--- src/rtl/multicycle_controller_pkg.sv ---
// Shared constants for the multicycle RV32I controller: state encodings,
// opcodes, ALUControl codes, mux-select encodings and the per-state control word.
package multicycle_controller_pkg;

   typedef enum logic [3:0] {
      S_FETCH    = 4'd0,
      S_DECODE   = 4'd1,
      S_MEMADR   = 4'd2,
      S_MEMREAD  = 4'd3,
      S_MEMWB    = 4'd4,
      S_MEMWRITE = 4'd5,
      S_EXECR    = 4'd6,
      S_EXECI    = 4'd7,
      S_ALUWB    = 4'd8,
      S_BRANCH   = 4'd9,
      S_JAL      = 4'd10,
      S_LUI      = 4'd11
   } state_t;

   localparam logic [6:0] OP_LOAD   = 7'b0000011;
   localparam logic [6:0] OP_STORE  = 7'b0100011;
   localparam logic [6:0] OP_RTYPE  = 7'b0110011;
   localparam logic [6:0] OP_ITYPE  = 7'b0010011;
   localparam logic [6:0] OP_BRANCH = 7'b1100011;
   localparam logic [6:0] OP_JAL    = 7'b1101111;
   localparam logic [6:0] OP_LUI    = 7'b0110111;

   localparam logic [3:0] ALU_ADD  = 4'b0000;
   localparam logic [3:0] ALU_SUB  = 4'b0001;
   localparam logic [3:0] ALU_SLL  = 4'b0010;
   localparam logic [3:0] ALU_SLT  = 4'b0011;
   localparam logic [3:0] ALU_SLTU = 4'b0100;
   localparam logic [3:0] ALU_XOR  = 4'b0101;
   localparam logic [3:0] ALU_SRL  = 4'b0110;
   localparam logic [3:0] ALU_SRA  = 4'b0111;
   localparam logic [3:0] ALU_OR   = 4'b1000;
   localparam logic [3:0] ALU_AND  = 4'b1001;

   localparam logic [1:0] RES_ALUOUT    = 2'b00;
   localparam logic [1:0] RES_DATA      = 2'b01;
   localparam logic [1:0] RES_ALURESULT = 2'b10;
   localparam logic [1:0] RES_IMM       = 2'b11;

   localparam logic [1:0] SRCA_PC    = 2'b00;
   localparam logic [1:0] SRCA_OLDPC = 2'b01;
   localparam logic [1:0] SRCA_RD1   = 2'b10;

   localparam logic [1:0] SRCB_RD2  = 2'b00;
   localparam logic [1:0] SRCB_IMM  = 2'b01;
   localparam logic [1:0] SRCB_FOUR = 2'b10;

   localparam logic [2:0] IMM_I = 3'b000;
   localparam logic [2:0] IMM_S = 3'b001;
   localparam logic [2:0] IMM_B = 3'b010;
   localparam logic [2:0] IMM_J = 3'b011;
   localparam logic [2:0] IMM_U = 3'b100;

   typedef enum logic [1:0] {
      ALUOP_ADD   = 2'b00,
      ALUOP_SUB   = 2'b01,
      ALUOP_FUNCT = 2'b10
   } alu_op_t;

   typedef struct packed {
      logic       pc_write;
      logic       adr_src;
      logic       mem_write;
      logic       ir_write;
      logic       reg_write;
      logic [1:0] result_src;
      logic [1:0] alu_src_a;
      logic [1:0] alu_src_b;
      alu_op_t    alu_op;
   } ctrl_t;

   // Moore control word for each state; anything not set stays 0 / add.
   function automatic ctrl_t state_ctrl(input state_t s);
      ctrl_t c;
      c = '0;
      c.alu_op = ALUOP_ADD;
      case (s)
         S_FETCH: begin
            c.ir_write   = 1'b1;
            c.pc_write   = 1'b1;
            c.alu_src_a  = SRCA_PC;
            c.alu_src_b  = SRCB_FOUR;
            c.result_src = RES_ALURESULT;
         end
         S_DECODE: begin
            c.alu_src_a = SRCA_OLDPC;
            c.alu_src_b = SRCB_IMM;
         end
         S_MEMADR: begin
            c.alu_src_a = SRCA_RD1;
            c.alu_src_b = SRCB_IMM;
         end
         S_MEMREAD:  c.adr_src = 1'b1;
         S_MEMWB: begin
            c.result_src = RES_DATA;
            c.reg_write  = 1'b1;
         end
         S_MEMWRITE: begin
            c.adr_src   = 1'b1;
            c.mem_write = 1'b1;
         end
         S_EXECR: begin
            c.alu_src_a = SRCA_RD1;
            c.alu_src_b = SRCB_RD2;
            c.alu_op    = ALUOP_FUNCT;
         end
         S_EXECI: begin
            c.alu_src_a = SRCA_RD1;
            c.alu_src_b = SRCB_IMM;
            c.alu_op    = ALUOP_FUNCT;
         end
         S_ALUWB:    c.reg_write = 1'b1;
         S_BRANCH: begin
            // pc_write here is decided from Zero at the top level
            c.alu_src_a = SRCA_RD1;
            c.alu_src_b = SRCB_RD2;
            c.alu_op    = ALUOP_SUB;
         end
         S_JAL: begin
            c.alu_src_a = SRCA_OLDPC;
            c.alu_src_b = SRCB_FOUR;
            c.pc_write  = 1'b1;
         end
         S_LUI: begin
            c.result_src = RES_IMM;
            c.reg_write  = 1'b1;
         end
         default: c = '0;
      endcase
      return c;
   endfunction

   function automatic logic is_legal_op(input logic [6:0] op);
      return (op == OP_LOAD) || (op == OP_STORE) || (op == OP_RTYPE) ||
             (op == OP_ITYPE) || (op == OP_BRANCH) || (op == OP_JAL) ||
             (op == OP_LUI);
   endfunction

endpackage

--- src/rtl/multicycle_controller_alu_decoder.sv ---
// Combinational ALU decoder: turns the controller's ALUOp plus instruction
// function bits into the 4-bit ALUControl code.
module alu_decoder
   import multicycle_controller_pkg::*;
(
   input  alu_op_t    alu_op,
   input  logic [2:0] funct3,
   input  logic       funct7b5,
   input  logic       op5,
   output logic [3:0] alu_control
);

   // op5 separates R-type (sub possible) from I-type (addi never subtracts)
   always_comb begin
      alu_control = ALU_ADD;
      case (alu_op)
         ALUOP_ADD: alu_control = ALU_ADD;
         ALUOP_SUB: alu_control = ALU_SUB;
         ALUOP_FUNCT: begin
            case (funct3)
               3'b000:  alu_control = (funct7b5 & op5) ? ALU_SUB : ALU_ADD;
               3'b001:  alu_control = ALU_SLL;
               3'b010:  alu_control = ALU_SLT;
               3'b011:  alu_control = ALU_SLTU;
               3'b100:  alu_control = ALU_XOR;
               3'b101:  alu_control = funct7b5 ? ALU_SRA : ALU_SRL;
               3'b110:  alu_control = ALU_OR;
               default: alu_control = ALU_AND;
            endcase
         end
         default: alu_control = ALU_ADD;
      endcase
   end

endmodule

--- src/rtl/multicycle_controller.sv ---
// Multicycle RV32I control FSM: sequences fetch/decode/execute/writeback and
// drives the datapath selects, write enables and ALUControl.
module multicycle_controller
   import multicycle_controller_pkg::*;
(
   input  logic       clk,
   input  logic       reset,
   input  logic [6:0] op,
   input  logic [2:0] funct3,
   input  logic       funct7b5,
   input  logic       Zero,
   output logic       PCWrite,
   output logic       AdrSrc,
   output logic       MemWrite,
   output logic       IRWrite,
   output logic       RegWrite,
   output logic [1:0] ResultSrc,
   output logic [1:0] ALUSrcA,
   output logic [1:0] ALUSrcB,
   output logic [2:0] ImmSrc,
   output logic [3:0] ALUControl,
   output logic       IllegalOp,
   output logic [3:0] State
);

   state_t state;
   state_t next_state;
   ctrl_t  ctrl_q;
   logic   state_valid;
   logic   write_ok;
   logic   branch_taken;

   // Next-state selection from the current state and opcode
   always_comb begin
      next_state = S_FETCH;
      case (state)
         S_FETCH: next_state = S_DECODE;
         S_DECODE: begin
            case (op)
               OP_LOAD, OP_STORE: next_state = S_MEMADR;
               OP_RTYPE:          next_state = S_EXECR;
               OP_ITYPE:          next_state = S_EXECI;
               OP_BRANCH:         next_state = S_BRANCH;
               OP_JAL:            next_state = S_JAL;
               OP_LUI:            next_state = S_LUI;
               default:           next_state = S_FETCH;
            endcase
         end
         S_MEMADR:   next_state = (op == OP_STORE) ? S_MEMWRITE : S_MEMREAD;
         S_MEMREAD:  next_state = S_MEMWB;
         S_EXECR:    next_state = S_ALUWB;
         S_EXECI:    next_state = S_ALUWB;
         S_JAL:      next_state = S_ALUWB;
         default:    next_state = S_FETCH;
      endcase
   end

   // State register with the control word registered alongside it
   always_ff @(posedge clk) begin
      if (reset) begin
         state  <= S_FETCH;
         ctrl_q <= state_ctrl(S_FETCH);
      end else begin
         state  <= next_state;
         ctrl_q <= state_ctrl(next_state);
      end
   end

   // Enables are suppressed in reset and in any undefined state encoding
   assign state_valid  = (state <= S_LUI);
   assign write_ok     = ~reset & state_valid;
   assign branch_taken = ((funct3 == 3'b000) &  Zero) |
                         ((funct3 == 3'b001) & ~Zero);

   assign PCWrite   = write_ok & ((state == S_BRANCH) ? branch_taken : ctrl_q.pc_write);
   assign MemWrite  = write_ok & ctrl_q.mem_write;
   assign IRWrite   = write_ok & ctrl_q.ir_write;
   assign RegWrite  = write_ok & ctrl_q.reg_write;
   assign AdrSrc    = ctrl_q.adr_src;
   assign ResultSrc = ctrl_q.result_src;
   assign ALUSrcA   = ctrl_q.alu_src_a;
   assign ALUSrcB   = ctrl_q.alu_src_b;
   assign IllegalOp = (state == S_DECODE) & ~is_legal_op(op);
   assign State     = state;

   // Immediate format depends on the opcode alone
   always_comb begin
      ImmSrc = IMM_I;
      case (op)
         OP_STORE:  ImmSrc = IMM_S;
         OP_BRANCH: ImmSrc = IMM_B;
         OP_JAL:    ImmSrc = IMM_J;
         OP_LUI:    ImmSrc = IMM_U;
         default:   ImmSrc = IMM_I;
      endcase
   end

   alu_decoder u_alu_decoder (
      .alu_op      (ctrl_q.alu_op),
      .funct3      (funct3),
      .funct7b5    (funct7b5),
      .op5         (op[5]),
      .alu_control (ALUControl)
   );

endmodule

--- config.mk ---
export PLATFORM = sky130hd
export DESIGN_NAME = multicycle_controller
export DESIGN_NICKNAME = d
export VERILOG_FILES = /design/src/rtl/multicycle_controller_pkg.sv /design/src/rtl/multicycle_controller_alu_decoder.sv /design/src/rtl/multicycle_controller.sv
export SDC_FILE = /design/constraint.sdc
export NUM_CORES = 1
export LEC_CHECK = 0
export ABC_AREA = 1
export CORE_AREA = 10 10 58 60
export CTS_BUF_LIST = sky130_fd_sc_hd__clkbuf_4
export CTS_CLUSTER_SIZE = 16
export DETAILED_ROUTE_END_ITERATION = 7
export DIE_AREA = 0 0 68 70
export GPL_ROUTABILITY_DRIVEN = 1
export HOLD_SLACK_MARGIN = 0.1
export PLACE_DENSITY = 0.85
export SYNTH_ARGS = -nofsm -noshare
export SYNTH_HDL_FRONTEND = slang
export SYNTH_SLANG_ARGS = --single-unit
--- constraint.sdc ---
create_clock -name clk -period 2.7 [get_ports clk]
set_clock_uncertainty 0.05 [all_clocks]
set_input_delay 0.54 -clock clk [delete_from_list [all_inputs] [get_ports clk]]
set_output_delay 0.54 -clock clk [all_outputs]
set_load 0.02 [all_outputs]
==> impl_metrics.csv <==
group,metric,value,unit
critical_path,crit_chain,"clkdlybuf4s50_1, buf_4, xor2_1, nand3_1, a21oi_1, dlygate4sd2_1",
clock_tree,cts_max_level,1,
logic_synthesis,synth-seq-cells,17,
placement,finalWeightedCongestion,0.890,
sta,slew_headroom,0.849,
cells_and_area,seq_area,340,µm²
sta,grt_setup_unrepaired,"no",
clock_tree,clk_pin_slew,0.09,ns
sta,setup_viol_count_final,0,
critical_path,cp_slowest_cell,"clkdlybuf4s50_1",
routing,wl_per_cell,11.8,µm
sta,fin_crit_sh,0.948,
die,initial_core_util,0.471,
die,rows,18,
sta,hold_violations,0,
sta,fin_ws,0.141,ns
sta,final.setup.tns,0,ns
routing,drc,0,
global_routing,grt_max_degree,11,
critical_path,worst_path_largest_cell_delay,0.53,ns
critical_path,cp.buffers_inverters,3,
clock_tree,ctsHoldBuffers,0,
critical_path,cp-end-kind,"primary output",
clock_tree,clock_sinks,17,
clock_tree,cts-buffers-inserted,3,
clock_tree,clock_path_buffers,2,
placement,dp_hpwl,2460,µm
routing,vias,1169,
cells_and_area,drive_above_1_share,0.254,
die,die_x,68,µm
global_routing,grt_pass1_vias,1180,
sta,worstMarginPinSlew,0.225,ns
cells_and_area,multi_input_area,604,µm²
hold_path,holdCritPathClass,"reg -> reg",
logic_synthesis,syn_inst,161,
logic_synthesis,syn_area_per_cell,6.85,µm²
die,coreArea,0.00234,mm²
hold_path,min_from,"State[1]$_SDFF_PP0_",
routing,wl,2860,µm
sta,finalCriticalPeriod,2.56,ns
die,ios,37,
die,fp.dieH,70,µm
critical_path,cp.arrival,1.97,ns
logic_synthesis,syn-num-nets,177,
global_routing,grt_antenna_before_repair,0,
routing,first_pass_iters,4,
logic_synthesis,synth_warnings,0,
clock_tree,worst_skew_pair.late_latency,0.30,ns
routing,postRouteAntennaNets,0,
critical_path,r2r-start,"State[0]$_SDFF_PP0_",
critical_path,cp_top_family,"buffers and inverters",
critical_path,crit_fanout,4,
clock_tree,cts_tree,"yes",
routing,routed_via_density,4.81,
flow_run,cap_violations,0,
die,dieArea,0.00476,mm²
cells_and_area,diodes,0,
placement,pre_cts_slack,-0.207,ns
critical_path,crit_path_start,"funct3[0]",
power,leakage,0.832,nW
logic_synthesis,synth_cell_types,25,
global_routing,overflow,0,
sta,slew_violations,0,
cells_and_area,nets,230,
clock_tree,cts_root_buf,"clkbuf_4",
placement,io_buffer_count,36,
cells_and_area,syn_to_final_growth,46.4,%
sta,clock.fmax,391,MHz
logic_synthesis,synth_seq_area_share,0.309,
global_routing,grt.total_usage,0.120,
routing,drt_iter0_drc,25,
critical_path,crit_type,"in -> out",
status,status,"completed",
cells_and_area,fill_cells,211,
critical_path,startpoint_type,"input pin",
critical_path,critPathRequiredTime,2.11,ns
power,p_per_area,330,mW/mm²
sta,hold_slack,0.514,ns
power,ir_drop,0.250,mV
logic_synthesis,syn_area,0.00110,mm²
global_routing,grt_pass1_wl,4690,µm
-- state kept, by name, summed over array words and instances, names as in the netlist --
| name | flops |
|---|---|
| ALUSrcA | 2 |
| ALUSrcB | 2 |
| AdrSrc | 1 |
| ResultSrc | 2 |
| State | 4 |
| ctrl_q | 6 |
-- kinds of logic (layout without fill, tap and decap cells) --
group / count (synthesis) / in the layout / share of synthesized area
and+or+nand+nor: 92 / 92 / 0.440
buffers and inverters: 36 / 88 / 0.143
DFF: 17 / 17 / 0.309
AOI/OAI and AO/OA: 13 / 13 / 0.0772
adders and majority gates: 2 / 2 / 0.0227
xor gates and xnor gates: 1 / 1 / 0.00795
-- routing by layer --
metal	track usage	vias to the layer above	share of wire
met4	0.0626	0	0.022
met5	0	-	0
met1	0.117	516	0.38
met2	0.216	43	0.50
li1	-	603	-
met3	0.0319	7	0.093
-- path summary, 6_finish.rpt --
check	depth (start not counted)	end	slack, ns
worst min register to register	2	AdrSrc$_SDFF_PP0_	0.51
worst max-delay path	6	PCWrite	0.14
worst min-delay path	2	AdrSrc$_SDFF_PP0_	0.51
worst max register to register	11	ALUSrcA[1]$_SDFF_PP0_	1.18
-- cell usage after synthesis (all sizes together) --
cell type,count,area (µm²)
a211oi,1,7.51
a21boi,1,18.8
a21oi,6,30.0
a31oi,1,6.26
buf,6,45.0
clkbuf,1,3.75
dfxtp,17,340
ha,2,25.0
inv,29,109
nand2,36,160
nand3,21,135
nand4,2,12.5
nor2,26,136
nor3,6,35.0
o211ai,1,7.51
o21ai,3,15.0
or2,1,6.26
xor2,1,8.76
-- where the power goes --
group	total [W]	switching (W)	internal (W)
registers	0.000264	0.00000400	0.000260
clock network	0.000135	0.0000796	0.0000552
logic	0.000134	0.0000708	0.0000632
-- cells in the final DEF (no fill, tap or decap), types with 2 or more instances in the layout --
master and n:
a21oi_1 6, o21ai_0 3, dfxtp_1 17, clkdlybuf4s50_1 27
nand3_2 6, clkbuf_4 3, nor3_1 5, nand3_1 15
nand2_1 26, inv_1 24, dlymetal6s2s_1 2, inv_2 5
nor2_4 2, nor2_1 20, nand2_2 10, nor2_2 3
buf_4 19, dlygate4sd2_1 6, ha_1 2, nand4_1 2
-- metrics by stage --
step	utilization	std cells	cell area (µm²)	power (W)
6_report	0.689	243	1610	0.000533
5_1_grt	0.689	243	1610	0.000558
4_1_cts	0.689	243	1610	0.000533
3_5_place_dp	0.681	239	1590	0.000406
3_3_place_gp	0.681	239	1590	0.000402
2_1_floorplan	-	161	1100	0.000343
-- timing repair --
item | CTS | global route
endpoints found under the setup margin | 7 | 3
setup buffers | 0 | 0
gates resized for setup | 7 | 4
-- final cells by class --
class                   count  area share
multi-input cells         108       0.374
repair buffers             55       0.307
flip-flops and latches     17       0.211
inverters                  29      0.0674
well taps                  30      0.0233
clock buffers               3      0.0140
clock inverters             1     0.00310
-- tightest hold or removal path, cell delays in order, from the launching register on --
cell and delay, ns:
dfxtp_1 0.36, inv_2 0.10, nor3_1 0.06
Power figures use the tool's default switching activity.
